File: src/rtl/out_stream_framer_pkg.sv
// out_stream_framer_pkg
//   Shared constants, FSM state type and header-word builder for the
//   output stream framer. Imported by the interface, the sequence-counter
//   bank and the framer top.
package out_stream_framer_pkg;

  // Number of upstream sources merged by the arbiter, and the ID width.
  localparam int IN_INTERFACES_NUM     = 4;
  localparam int IN_INTERFACE_ID_WIDTH = $clog2(IN_INTERFACES_NUM);

  // Widest header the builder can produce; callers truncate to DATA_WIDTH.
  localparam int HDR_MAX_WIDTH = 64;

  typedef enum logic [1:0] {
    IDLE    = 2'd0,
    PAYLOAD = 2'd1,
    DROP    = 2'd2
  } state_t;

  // Header word = {source ID, per-source sequence number}. The sequence
  // field occupies the low seq_width bits, the ID sits directly above it.
  function automatic logic [HDR_MAX_WIDTH-1:0] build_header(
    input int unsigned                      seq_width,
    input logic [IN_INTERFACE_ID_WIDTH-1:0] id,
    input logic [HDR_MAX_WIDTH-1:0]         seq
  );
    return (HDR_MAX_WIDTH'(id) << seq_width) | seq;
  endfunction

endpackage

File: src/rtl/out_stream_framer_if.sv
// out_stream_framer_if
//   Bundles the framer's upstream (merged arbiter output) and downstream
//   stream signals.
//   Handshake: a word moves on a side when valid && ready are both high at
//   a rising clk edge; a source holding valid keeps its payload stable until
//   that transfer; ready may be asserted independently of valid.
//   modport master : used by the framer (drives in_ready and out_*).
//   modport slave  : used by the surrounding logic (drives in_* and out_ready).
interface out_stream_framer_if
  import out_stream_framer_pkg::*;
#(
  parameter int DATA_WIDTH = 8
) ();

  logic                             in_valid;
  logic                             in_ready;
  logic [DATA_WIDTH-1:0]            in_data;
  logic [IN_INTERFACE_ID_WIDTH-1:0] in_data_source_id;
  logic                             in_data_last;

  logic                             out_valid;
  logic                             out_ready;
  logic [DATA_WIDTH-1:0]            out_data;
  logic                             out_data_header;
  logic                             out_data_last;

  modport master (
    input  in_valid, in_data, in_data_source_id, in_data_last, out_ready,
    output in_ready, out_valid, out_data, out_data_header, out_data_last
  );

  modport slave (
    output in_valid, in_data, in_data_source_id, in_data_last, out_ready,
    input  in_ready, out_valid, out_data, out_data_header, out_data_last
  );

endinterface

File: src/rtl/out_stream_framer_seq_bank.sv
// out_stream_framer_seq_bank
//   One SEQ_WIDTH-bit frame sequence counter per source ID. Counters wrap
//   naturally modulo 2^SEQ_WIDTH and are independent of each other.
//   Ports:
//     clk, nreset : clock, asynchronous active-low reset (all counters -> 0)
//     rd_id       : source whose counter is presented on rd_seq
//     rd_seq      : current counter value for rd_id (combinational read)
//     inc_en      : increment the counter selected by inc_id this cycle
//     inc_id      : source whose counter is incremented
module out_stream_framer_seq_bank
  import out_stream_framer_pkg::*;
#(
  parameter int SEQ_WIDTH = 6
) (
  input  logic                             clk,
  input  logic                             nreset,
  input  logic [IN_INTERFACE_ID_WIDTH-1:0] rd_id,
  output logic [SEQ_WIDTH-1:0]             rd_seq,
  input  logic                             inc_en,
  input  logic [IN_INTERFACE_ID_WIDTH-1:0] inc_id
);

  logic [SEQ_WIDTH-1:0] seq_q [IN_INTERFACES_NUM];

  always_ff @(posedge clk or negedge nreset) begin
    if (!nreset) begin
      for (int i = 0; i < IN_INTERFACES_NUM; i++) begin
        seq_q[i] <= '0;
      end
    end else if (inc_en) begin
      seq_q[inc_id] <= seq_q[inc_id] + SEQ_WIDTH'(1);
    end
  end

  assign rd_seq = seq_q[rd_id];

endmodule

File: src/rtl/out_stream_framer.sv
// out_stream_framer
//   Frames the arbiter's merged output stream: emits one header word
//   {source ID, per-source sequence number} ahead of each frame, forwards
//   payload through a registered valid/ready stage, truncates frames longer
//   than MAX_FRAME_LEN payload words and flags protocol errors.
//   Ports:
//     clk, nreset      : clock, asynchronous active-low reset
//     bus (master)     : in_* upstream stream, out_* downstream stream
//     err_len_overflow : one-cycle pulse, aligned with the forced-last word
//     err_src_mismatch : one-cycle pulse, aligned with a payload word whose
//                        source ID differs from the frame's captured ID
//     dbg_state        : current FSM state
//   DATA_WIDTH must exceed IN_INTERFACE_ID_WIDTH; MAX_FRAME_LEN must be >= 1.
module out_stream_framer
  import out_stream_framer_pkg::*;
#(
  parameter int DATA_WIDTH    = 8,
  parameter int MAX_FRAME_LEN = 16
) (
  input  logic                clk,
  input  logic                nreset,
  out_stream_framer_if.master bus,
  output logic                err_len_overflow,
  output logic                err_src_mismatch,
  output state_t              dbg_state
);

  localparam int ID_W      = IN_INTERFACE_ID_WIDTH;
  localparam int SEQ_WIDTH = DATA_WIDTH - ID_W;
  localparam int CNT_WIDTH = $clog2(MAX_FRAME_LEN + 1);
  // word_cnt value of the word that, once loaded, reaches the length limit.
  localparam logic [CNT_WIDTH-1:0] LAST_CNT = CNT_WIDTH'(MAX_FRAME_LEN - 1);

  state_t                state_q, state_d;
  logic [CNT_WIDTH-1:0]  word_cnt_q;
  logic [ID_W-1:0]       src_q;

  logic                  out_valid_q;
  logic [DATA_WIDTH-1:0] out_data_q;
  logic                  out_header_q;
  logic                  out_last_q;

  logic                  load_ok;
  logic                  in_ready;
  logic                  load_hdr;
  logic                  load_pay;
  logic                  end_norm;
  logic                  end_ovf;
  logic                  mismatch;
  logic                  drop_end;
  logic [SEQ_WIDTH-1:0]  rd_seq;
  logic [DATA_WIDTH-1:0] header_word;

  // The output register may take a new word when empty or being drained.
  assign load_ok = !out_valid_q || bus.out_ready;

  out_stream_framer_seq_bank #(
    .SEQ_WIDTH (SEQ_WIDTH)
  ) u_seq_bank (
    .clk    (clk),
    .nreset (nreset),
    .rd_id  (bus.in_data_source_id),
    .rd_seq (rd_seq),
    .inc_en (load_hdr),
    .inc_id (bus.in_data_source_id)
  );

  assign header_word = DATA_WIDTH'(build_header(SEQ_WIDTH, bus.in_data_source_id,
                                                HDR_MAX_WIDTH'(rd_seq)));

  // State register
  always_ff @(posedge clk or negedge nreset) begin
    if (!nreset) begin
      state_q <= IDLE;
    end else begin
      state_q <= state_d;
    end
  end

  // Output/control decode. The header is built from the waiting word's ID
  // without consuming it, so in_ready stays low in IDLE.
  always_comb begin
    in_ready = 1'b0;
    load_hdr = 1'b0;
    load_pay = 1'b0;
    end_norm = 1'b0;
    end_ovf  = 1'b0;
    mismatch = 1'b0;
    drop_end = 1'b0;
    case (state_q)
      IDLE: begin
        load_hdr = bus.in_valid && load_ok;
      end
      PAYLOAD: begin
        in_ready = load_ok;
        load_pay = bus.in_valid && load_ok;
        // A last word exactly at the limit is a normal end, not an overflow.
        end_norm = load_pay && bus.in_data_last;
        end_ovf  = load_pay && !bus.in_data_last && (word_cnt_q == LAST_CNT);
        mismatch = load_pay && (bus.in_data_source_id != src_q);
      end
      DROP: begin
        in_ready = 1'b1;
        drop_end = bus.in_valid && bus.in_data_last;
      end
      default: ;
    endcase
  end

  // Next-state logic
  always_comb begin
    state_d = state_q;
    case (state_q)
      IDLE:    if (load_hdr) state_d = PAYLOAD;
      PAYLOAD: begin
        if (end_norm)     state_d = IDLE;
        else if (end_ovf) state_d = DROP;
      end
      DROP:    if (drop_end) state_d = IDLE;
      default: state_d = IDLE;
    endcase
  end

  // Output register, frame bookkeeping and error pulses
  always_ff @(posedge clk or negedge nreset) begin
    if (!nreset) begin
      out_valid_q      <= 1'b0;
      out_data_q       <= '0;
      out_header_q     <= 1'b0;
      out_last_q       <= 1'b0;
      word_cnt_q       <= '0;
      src_q            <= '0;
      err_len_overflow <= 1'b0;
      err_src_mismatch <= 1'b0;
    end else begin
      err_len_overflow <= end_ovf;
      err_src_mismatch <= mismatch;
      if (load_hdr) begin
        out_valid_q  <= 1'b1;
        out_data_q   <= header_word;
        out_header_q <= 1'b1;
        out_last_q   <= 1'b0;
        src_q        <= bus.in_data_source_id;
        word_cnt_q   <= '0;
      end else if (load_pay) begin
        out_valid_q  <= 1'b1;
        out_data_q   <= bus.in_data;
        out_header_q <= 1'b0;
        out_last_q   <= end_norm || end_ovf;
        word_cnt_q   <= word_cnt_q + CNT_WIDTH'(1);
      end else if (bus.out_ready) begin
        out_valid_q  <= 1'b0;
      end
    end
  end

  assign bus.in_ready        = in_ready;
  assign bus.out_valid       = out_valid_q;
  assign bus.out_data        = out_data_q;
  assign bus.out_data_header = out_header_q;
  assign bus.out_data_last   = out_last_q;
  assign dbg_state           = state_q;

endmodule

File: src/flat_wrapper.sv
// flat-port wrapper written by rule: the top's interface ports become plain ports
module out_stream_framer_flat import out_stream_framer_pkg::*;
#(
  parameter int DATA_WIDTH    = 8,
  parameter int MAX_FRAME_LEN = 16
)
  (clk, nreset, err_len_overflow, err_src_mismatch, dbg_state, bus_in_valid, bus_in_data, bus_in_data_source_id, bus_in_data_last, bus_out_ready, bus_in_ready, bus_out_valid, bus_out_data, bus_out_data_header, bus_out_data_last);
  out_stream_framer_if #(.DATA_WIDTH(DATA_WIDTH)) bus_i ();
  input  logic clk;
  input  logic nreset;
  output logic err_len_overflow;
  output logic err_src_mismatch;
  output state_t dbg_state;
  input wire logic [$bits(bus_i.in_valid)-1:0] bus_in_valid;
  input wire logic [$bits(bus_i.in_data)-1:0] bus_in_data;
  input wire logic [$bits(bus_i.in_data_source_id)-1:0] bus_in_data_source_id;
  input wire logic [$bits(bus_i.in_data_last)-1:0] bus_in_data_last;
  input wire logic [$bits(bus_i.out_ready)-1:0] bus_out_ready;
  output wire logic [$bits(bus_i.in_ready)-1:0] bus_in_ready;
  output wire logic [$bits(bus_i.out_valid)-1:0] bus_out_valid;
  output wire logic [$bits(bus_i.out_data)-1:0] bus_out_data;
  output wire logic [$bits(bus_i.out_data_header)-1:0] bus_out_data_header;
  output wire logic [$bits(bus_i.out_data_last)-1:0] bus_out_data_last;
  assign bus_i.in_valid = bus_in_valid;
  assign bus_i.in_data = bus_in_data;
  assign bus_i.in_data_source_id = bus_in_data_source_id;
  assign bus_i.in_data_last = bus_in_data_last;
  assign bus_i.out_ready = bus_out_ready;
  assign bus_in_ready = bus_i.in_ready;
  assign bus_out_valid = bus_i.out_valid;
  assign bus_out_data = bus_i.out_data;
  assign bus_out_data_header = bus_i.out_data_header;
  assign bus_out_data_last = bus_i.out_data_last;
  out_stream_framer #(.DATA_WIDTH(DATA_WIDTH), .MAX_FRAME_LEN(MAX_FRAME_LEN)) u_core (.clk(clk), .nreset(nreset), .bus(bus_i), .err_len_overflow(err_len_overflow), .err_src_mismatch(err_src_mismatch), .dbg_state(dbg_state));
endmodule
File: config.mk
export PLATFORM = sky130hd
export DESIGN_NAME = out_stream_framer_flat
export DESIGN_NICKNAME = d
export VERILOG_FILES = /design/src/rtl/out_stream_framer_pkg.sv /design/src/rtl/out_stream_framer_if.sv /design/src/rtl/out_stream_framer_seq_bank.sv /design/src/rtl/out_stream_framer.sv /design/src/flat_wrapper.sv
export SDC_FILE = /design/constraint.sdc
export NUM_CORES = 1
export LEC_CHECK = 0
export CAP_MARGIN = 30
export CORE_ASPECT_RATIO = 2
export CORE_UTILIZATION = 31
export CTS_CLUSTER_SIZE = 24
export DETAILED_ROUTE_END_ITERATION = 8
export PLACE_DENSITY = 0.6
export SLEW_MARGIN = 30
export SYNTH_ARGS = -nofsm -noshare
export SYNTH_HDL_FRONTEND = slang
export SYNTH_SLANG_ARGS = --single-unit
File: constraint.sdc
create_clock -name clk -period 1.64 [get_ports clk]
set_input_delay 0.41 -clock clk [delete_from_list [all_inputs] [get_ports clk]]
set_output_delay 0.41 -clock clk [all_outputs]
set_load 0.05 [all_outputs]
==> results.yml, run 1 <==
routing:
  vias: 1814
  drt_iter0_drc: 44
  routed_wl_um: 5590
  drc: 0
  wl_per_cell_um: 15.1
  final_antenna_net_count: 0
  viasPerCell: 4.92
  drt_pre_antenna_iters: 4
synthesis:
  syn_area_mm2: 0.00224
  netlist_instances: 206
  synth-async-reset-ratio_pct: 100
  ys_ff_latch: 46
  yosysSeqAreaShare_pct: 51.4
  yosysTopAreaCellShare_pct: 51.4
  yosys.area.top_type: "dfrtp_1"
  synth_nets: 227
  ys.flop_type: "dfrtp_1"
  synth.distinct_cells: 39
  synth_edf_count: 0
  avgSynthCellArea_um2: 10.9
  synth_area_leaders: "dfrtp_1, o21ai_0, nand2_1"
  ys_warn_count: 0
clocking:
  cts_sinks: 46
  cts_buffers: 5
  cts-root-buf: "clkbuf_16"
  cts_hold_buf: 0
  clk_pin_slew_ns: 0.06
  htree_levels: 2
  clkLatencyLatePin_ns: 0.29
  cts_tree: "yes"
  cts_buffer_depth: 2
global_route:
  grt_pass1_wl_um: 9570
  grt_remaining_overflow: 0
  grt_pass1_vias: 1985
  track_usage_pct: 16.7
  antenna_found_initial: 0
  grt_max_degree: 33
floorplan:
  start_util_pct: 32.3
  ioPinCount: 31
  core_area_mm2: 0.00694
  rows: 43
  die_y_um: 122
  fp.dieW_um: 62.1
  dieArea_mm2: 0.00759
setup_path:
  startpoint_type: "flop"
  path_max_fanout: 3
  crit_required_ns: 1.23
  worstSetupPathType: "reg2out"
  critical_path.top_delay_family: "flip-flops"
  slowest_delay_ns: 0.41
  crit_buf_inv: 2
  r2r_start: "u_core.word_cnt_q[0]"
  critPathArrivalTime_ns: 1.33
  slowest_stage: "dfrtp_2"
  cp-startpoint: "u_core.dbg_state[1]"
  end_kind: "output port"
  path_cells: "buf_6 > ha_4 > a21oi_4 > nor2b_4 > buf_12"
power_and_ir_drop:
  ir_worst_vdd_v: 0.000549
  p_sw_mw: 2.08
  sequentialPowerShare_pct: 31.2
  internal-power_mw: 3.54
  p_leak_nw: 1.46
  p_clk_share_pct: 18.1
  power_mw: 5.62
  p_comb_share_pct: 50.6
  power.density_mw_per_mm2: 1620
  sw_frac_of_total_pct: 37.0
timing:
  final_hold_viol_count: 0
  worst_slack_ns: -0.0971
  fin_crit_ns: 1.74
  setup_viol: 4
  grt_setup_unrepaired: "true"
  maxSlewViolCount: 0
  finalSetupTns_ns: -0.191
  fin_skew_ns: 0.00565
  worst_pin_slew_ns: 0.375
  period_share_pct: 106
  fmax_mhz: 576
  slew_headroom_pct: 75.0
flow_run:
  cap_violations: 0
placement:
  place.port_buffers: 30
  hpwl_um: 4200
  place_congestion: 0.760
  pre_cts_ws_ns: -0.755
  place_inst: 353
finish:
  layout.nets: 299
  fin_cells: 369
  layout-drive-gt1-share_pct: 40.1
  syn_to_final_growth_pct: 54.5
  antennaDiodeCount: 0
status:
  outcome: "finished with violations"
  violations: "negative setup slack"
worst_hold_path:
  hold_class: "in2async"
## cells in the mapped netlist, types with 4 or more instances
master,instances
nor2b_1,9
a22oi_1,8
nand2_1,28
o21ai_1,7
mux2_2,7
dfrtp_1,46
clkbuf_1,10
o21ai_0,26
a31oi_1,8
a21oi_1,4
ha_1,6
inv_1,5
mux4_2,4
## layer usage
| layer | share of wire [%] | wire [um] | GRT usage [%] |
|---|---|---|---|
| met2 | 59 | 3290 | 32.6 |
| met4 | 2.4 | 133 | 8.28 |
| met5 | 0 | 0 | 0 |
| met1 | 36 | 2030 | 16.4 |
| met3 | 2.4 | 136 | 3.07 |
## logic make-up (layout without fill, tap and decap cells)
logic type | after synthesis | after routing | synth area share [%]
AND/OR/NAND/NOR | 55 | 55 | 12.5
adder cells (fa/ha/maj) | 6 | 6 | 3.35
multiplexers | 13 | 13 | 9.88
flip-flops | 46 | 46 | 51.4
AO/OA/AOI/OAI | 61 | 61 | 16.1
XOR/XNOR | 7 | 7 | 3.41
buffers and inverters | 18 | 91 | 3.46
## cell type report
type | count | area, um2
Timing Repair Buffer | 78 | 847
Clock inverter | 1 | 5.00
Multi-Input combinational cell | 142 | 1180
Tap cell | 90 | 113
Sequential cell | 46 | 1150
Fill cell | 609 | 3480
Inverter | 5 | 18.8
Clock buffer | 7 | 143
## final timing paths
check                                             end  slack [ns]  cells after the start
min in group clk           u_core.u_seq_bank.seq_q[2]        0.48                      2
setup reg to reg                  u_core.dbg_state[0]       -0.06                      7
max in group asynchronous        u_core.bus.out_valid        1.11                      2
hold reg to reg            u_core.u_seq_bank.seq_q[2]        0.48                      2
setup / recovery                         bus_in_ready        -0.1                      5
hold / removal               u_core.bus.out_data_last        0.03                      1
## registers in the layout, indices dropped and copies added (netlist names)
| signal | flops |
|---|---|
| u_core.u_seq_bank.seq_q | 24 |
| u_core.bus.out_data | 8 |
| u_core.word_cnt_q | 5 |
| u_core.dbg_state | 2 |
| u_core.src_q | 2 |
| u_core.bus.out_data_header | 1 |
| u_core.bus.out_data_last | 1 |
| u_core.bus.out_valid | 1 |
| u_core.err_len_overflow | 1 |
| u_core.err_src_mismatch | 1 |
## timing repair
item / CTS / global route
endpoints found under the setup margin: 35 / 18
buffers inserted: 9 / 0
cloned: 0 / 0
pin swaps: 16 / 7
resized for setup: 33 / 8
## layout by cell type, fill, tap and decap left out, drive strengths merged, types with 2 or more instances in the layout
cell,n
buf,66
dfrtp,46
nand3b,2
xor2,3
dlygate4sd2,2
clkdlybuf4s50,10
a22oi,8
nand2,29
clkbuf,7
a31oi,8
mux2,7
nor2,4
and3,2
xnor2,4
nand3,5
inv,5
ha,6
a21oi,4
o21ai,34
mux4,6
nor2b,9
## through the flow
stage	hold WS (ns)	util (%)	cell area [um2]
floorplan	0.114	-	2290
global placement	0.343	44.7	3100
detailed placement	0.350	44.7	3100
CTS	0.0357	49.6	3440
global route	0.0569	49.9	3460
finish	0.0308	49.9	3460
## power by group through the flow
stage | Combinational [mW] | Clock [mW] | Sequential (mW)
6_report | 2.84 | 1.02 | 1.75
5_1_grt | 3.05 | 1.09 | 1.79
4_1_cts | 2.85 | 1.05 | 1.76
3_5_place_dp | 2.57 | 0 | 1.77
3_3_place_gp | 2.53 | 0 | 1.75
2_1_floorplan | 1.02 | 0 | 2.09
## worst register-to-register path, delay by kind of cell (launching register included)
kind | cells | cell delay, ns
compound gates | 3 | 0.56
fa+ha+maj | 2 | 0.33
buf+inv | 1 | 0.14
flops | 1 | 0.36
simple gates | 1 | 0.20
No activity file was read; power rests on OpenSTA's default activity.
==> inputs of run 2 (changes only) <==
--- a/config.mk
+++ b/config.mk
@@ -10,6 +10,7 @@
 export CORE_UTILIZATION = 31
 export CTS_CLUSTER_SIZE = 24
 export DETAILED_ROUTE_END_ITERATION = 8
+export HOLD_SLACK_MARGIN = 0.05
 export PLACE_DENSITY = 0.6
 export SLEW_MARGIN = 30
 export SYNTH_ARGS = -nofsm -noshare
==> results.yml, run 2 (synthesis results as in run 1) <==
finish:
  top_register: "u_core.u_seq_bank.seq_q"
  nFillCells: 608
  final_util_pct: 50.0
  seq_area_mm2: 0.00115
  layout-drive-gt1-share_pct: 40.0
  multi_input_area_mm2: 0.00118
  largest_reg_flops: 24
  mostFrequentLayoutCells: "dfrtp_1, buf_4, nand2_1"
  syn_to_final_growth_pct: 54.9
  antennaDiodeCount: 0
  layout.nets: 300
  final_common_cell: "dfrtp_1"
setup_path:
  regToRegSetupSlack_ns: -0.06
  end_kind: "output port"
  worstSetupPathType: "reg2out"
  regToRegEndpoint: "u_core.dbg_state[0]"
  rr_worst_depth: 7
  critPathArrivalTime_ns: 1.33
  crit_required_ns: 1.23
  crit_end: "bus_in_ready"
  cp-startpoint: "u_core.dbg_state[1]"
  r2r_start: "u_core.word_cnt_q[0]"
  path_max_fanout: 3
  startpoint_type: "flop"
placement:
  hpwl_um: 4200
  place_congestion: 0.760
  pre_cts_ws_ns: -0.755
  place.port_buffers: 30
floorplan:
  dieArea_mm2: 0.00759
  rows: 43
  start_util_pct: 32.3
  fp.dieW_um: 62.1
  core_area_mm2: 0.00694
  die_y_um: 122
  ioPinCount: 31
power_and_ir_drop:
  ir_worst_vdd_v: 0.000549
  p_sw_mw: 2.08
  power.density_mw_per_mm2: 1620
  p_clk_share_pct: 18.1
  p_comb_share_pct: 50.6
  internal-power_mw: 3.54
  sw_frac_of_total_pct: 37.0
  sequentialPowerShare_pct: 31.2
  p_leak_nw: 1.46
routing:
  final_antenna_net_count: 0
  drc: 0
  drt_iter0_drc: 43
  wl_per_cell_um: 15.1
  routed_wl_um: 5600
  vias: 1824
  viasPerCell: 4.93
  drt_pre_antenna_iters: 4
status:
  violations: "negative setup slack"
  outcome: "finished with violations"
timing:
  maxSlewViolCount: 0
  worst_slack_ns: -0.0976
  fin_crit_ns: 1.74
  grt_setup_unrepaired: "true"
  fmax_mhz: 576
  worst_pin_slew_ns: 0.370
  slew_headroom_pct: 75.3
  fin_skew_ns: 0.00565
  setup_viol: 4
  period_share_pct: 106
  final_hold_viol_count: 0
global_route:
  grt_max_degree: 33
  track_usage_pct: 16.7
  antenna_found_initial: 0
  grt_remaining_overflow: 0
  grt_pass1_wl_um: 9570
  grt_pass1_vias: 1985
clocking:
  cts-root-buf: "clkbuf_16"
  clk_pin_slew_ns: 0.06
  clkLatencyLatePin_ns: 0.29
  cts_sinks: 46
  htree_levels: 2
  cts_tree: "yes"
  cts_buffers: 5
  cts_buffer_depth: 2
flow_run:
  cap_violations: 0
worst_hold_path:
  hold_class: "reg2reg"
  min_from: "u_core.u_seq_bank.seq_q[2]"
run 2: timing repair:
action | 4_1_cts | 5_1_grt
endpoints found under the setup margin | 35 | 18
pin swaps | 16 | 7
hold buffers | 1 | 0
resized for setup | 33 | 8
buffers inserted | 9 | 0
hold endpoints to repair | 14 | 0
run 2: worst min path at each step:
stage                                       end  cells past startpoint
global route        u_core.u_seq_bank.seq_q[11]                      2
global placement       u_core.bus.out_data_last                      1
finish               u_core.u_seq_bank.seq_q[2]                      2
floorplan                u_core.bus.out_data[0]                      0
CTS                  u_core.u_seq_bank.seq_q[2]                      2
detailed placement     u_core.bus.out_data_last                      1
run 2: layer usage:
metal / wire (um) / share of wire [%] / global-route usage [%] / vias up
met5: 0 / 0 / 0 / -
met4: 133 / 2.4 / 8.28 / 0
met3: 134 / 2.4 / 3.07 / 10
li1: - / - / - / 879
met2: 3300 / 59 / 32.6 / 29
met1: 2030 / 36 / 16.4 / 906
run 2: stage by stage:
step / cell area [um2] / power (mW) / TNS, ns / hold WS (ns) / std cells
detailed placement: 3100 / 4.34 / -22.36 / 0.350 / 353
floorplan: 2290 / 3.11 / -0.761 / 0.114 / 206
global placement: 3100 / 4.28 / -21.47 / 0.343 / 353
finish: 3470 / 5.62 / -0.190 / 0.481 / 370
global route: 3470 / 5.93 / -0.606 / 0.500 / 370
CTS: 3450 / 5.65 / -0.239 / 0.483 / 370
run 2: final cells by class:
cell class                      count  share of cell area (%)
Multi-Input combinational cell    142                    34.0
Sequential cell                    46                    33.3
Timing Repair Buffer               79                    24.7
Clock buffer                        7                    4.11
Tap cell                           90                    3.24
Inverter                            5                   0.541
Clock inverter                      1                   0.144
run 2: power groups by stage:
stage | logic [mW] | clock network [mW] | registers (mW)
global placement | 2.53 | 0 | 1.75
finish | 2.85 | 1.02 | 1.75
floorplan | 1.02 | 0 | 2.09
global route | 3.05 | 1.09 | 1.79
CTS | 2.85 | 1.05 | 1.76
detailed placement | 2.57 | 0 | 1.77
run 2: worst max-delay path, stage by stage (launching register included):
cell and delay (ns):
dfrtp_2 0.41, buf_6 0.13, ha_4 0.17, a21oi_4 0.13, nor2b_4 0.06, buf_12 0.14
==> inputs of run 3 (changes only) <==
--- a/config.mk
+++ b/config.mk
@@ -12,6 +12,7 @@
 export DETAILED_ROUTE_END_ITERATION = 8
 export HOLD_SLACK_MARGIN = 0.05
 export PLACE_DENSITY = 0.6
+export SETUP_SLACK_MARGIN = 0.5
 export SLEW_MARGIN = 30
 export SYNTH_ARGS = -nofsm -noshare
 export SYNTH_HDL_FRONTEND = slang
==> results.yml, run 3 (synthesis results as in run 1) <==
power_and_ir_drop:
  p_comb_share_pct: 60.3
  power.density_mw_per_mm2: 1710
  p_sw_mw: 2.74
  p_leak_nw: 1.80
  sequentialPowerShare_pct: 24.0
  internal-power_mw: 4.56
  ir_worst_vdd_v: 0.000753
  p_clk_share_pct: 15.7
  power_mw: 7.30
  sw_frac_of_total_pct: 37.5
timing:
  fin_skew_ns: 0.00779
  maxSlewViolCount: 0
  slew_headroom_pct: 80.6
  setup_viol: 13
  fmax_mhz: 553
  final_hold_viol_count: 0
  grt_setup_unrepaired: "true"
  worst_slack_ns: -0.167
  worst_pin_slew_ns: 0.290
  fin_crit_ns: 1.81
  period_share_pct: 110
setup_path:
  slowest_stage: "dfrtp_2"
  regToRegSetupSlack_ns: -0.17
  slowest_delay_ns: 0.43
  crit_required_ns: 1.86
  regToRegEndpoint: "u_core.dbg_state[0]"
  critPathArrivalTime_ns: 2.03
  worstSetupPathType: "reg2reg"
  end_kind: "flop"
  startpoint_type: "flop"
  path_cells: "buf_6 > ha_4 > buf_4 > buf_8 > buf_12 > a22o_1 > o21ai_0 > o21a_1"
  cp-startpoint: "u_core.dbg_state[0]"
  rr_worst_depth: 8
  r2r_start: "u_core.dbg_state[0]"
  path_max_fanout: 4
global_route:
  grt_remaining_overflow: 0
  grt_pass1_vias: 2174
  track_usage_pct: 19.1
  grt_max_degree: 47
  grt_pass1_wl_um: 10900
  antenna_found_initial: 0
finish:
  largest_reg_flops: 24
  nFillCells: 455
  seq_area_mm2: 0.00115
  multi_input_area_mm2: 0.00150
  top_register: "u_core.u_seq_bank.seq_q"
  antennaDiodeCount: 0
  syn_to_final_growth_pct: 90.5
  layout-drive-gt1-share_pct: 60.3
  mostFrequentLayoutCells: "dfrtp_1, buf_4, buf_6"
  fin_cells: 395
  layout.nets: 325
  final_common_cell: "dfrtp_1"
status:
  outcome: "finished with violations"
  violations: "negative setup slack"
routing:
  vias: 2061
  drc: 0
  drt_iter0_drc: 116
  drt_pre_antenna_iters: 4
  final_antenna_net_count: 0
  routed_wl_um: 7600
  viasPerCell: 5.22
  wl_per_cell_um: 19.2
clocking:
  cts_buffers: 5
  cts_sinks: 46
  cts_buffer_depth: 2
  cts-root-buf: "clkbuf_16"
  cts_tree: "yes"
  clk_pin_slew_ns: 0.07
  clkLatencyLatePin_ns: 0.29
  htree_levels: 2
floorplan:
  core_area_mm2: 0.00694
  start_util_pct: 32.3
  fp.dieW_um: 62.1
  rows: 43
  die_y_um: 122
  dieArea_mm2: 0.00759
  ioPinCount: 31
placement:
  place_congestion: 0.760
  hpwl_um: 4000
  place.port_buffers: 30
  place_inst: 350
  pre_cts_ws_ns: -0.766
worst_hold_path:
  hold_class: "in2async"
flow_run:
  cap_violations: 0
## run 3: metal layers
metal | vias to the layer above | wire, um | track usage, %
met2 | 64 | 4430 | 36.7
met4 | 0 | 408 | 12.5
met5 | - | 0 | 0
met3 | 28 | 185 | 2.88
li1 | 931 | - | -
met1 | 1038 | 2570 | 18.6
## run 3: cell type report
type                    instances  area share, %
inverters                       5          0.498
repair buffers                104           30.6
clock buffers                   5           2.93
flip-flops and latches         46           27.1
clock inverters                 3           1.06
well taps                      90           2.64
multi-input cells             142           35.2
## run 3: per-stage QoR
stage | instance area (um2) | utilization (%) | setup TNS, ns | hold slack (ns)
floorplan | 2350 | - | -0.0996 | 0.114
global placement | 3150 | 45.4 | -20.67 | 0.411
detailed placement | 3150 | 45.4 | -21.37 | 0.410
CTS | 3890 | 56.1 | -0.293 | 0.0976
global route | 4270 | 61.5 | -1.47 | 0.110
finish | 4270 | 61.5 | -0.838 | 0.0856
## run 3: critical path, delay by kind of cell, from the launching register on
family / cells / cell delay (ns)
AOI/OAI and AO/OA: 3 / 0.61
adders and majority gates: 1 / 0.16
buffers and inverters: 4 / 0.52
DFF: 1 / 0.43
## run 3: worst max path at each step
stage	slack, ns	cells after the start	endpoint
6_report	-0.17	8	u_core.dbg_state[0]
5_1_grt	-0.18	6	bus_in_ready
4_1_cts	-0.13	4	bus_in_ready
3_5_place_dp	-0.77	6	u_core.u_seq_bank.seq_q[8]
3_3_place_gp	-0.71	6	u_core.u_seq_bank.seq_q[8]
2_1_floorplan	-0.06	5	bus_in_ready
## run 3: power by group through the flow
stage / combinational (mW) / clock (mW) / sequential, mW
after floorplan: 1.06 / 0 / 2.10
after global placement: 2.54 / 0 / 1.75
after detailed placement: 2.57 / 0 / 1.76
after CTS: 3.52 / 1.17 / 1.72
after global routing: 4.58 / 1.21 / 1.78
final: 4.40 / 1.15 / 1.75
## run 3: what timing repair did
item                                    4_1_cts  5_1_grt
pin swaps                                    26       19
endpoints found under the setup margin       62       62
gates cloned                                  3        2
buffers inserted                             20       12
gates resized for setup                      88       63
hold buffers                                  0        0
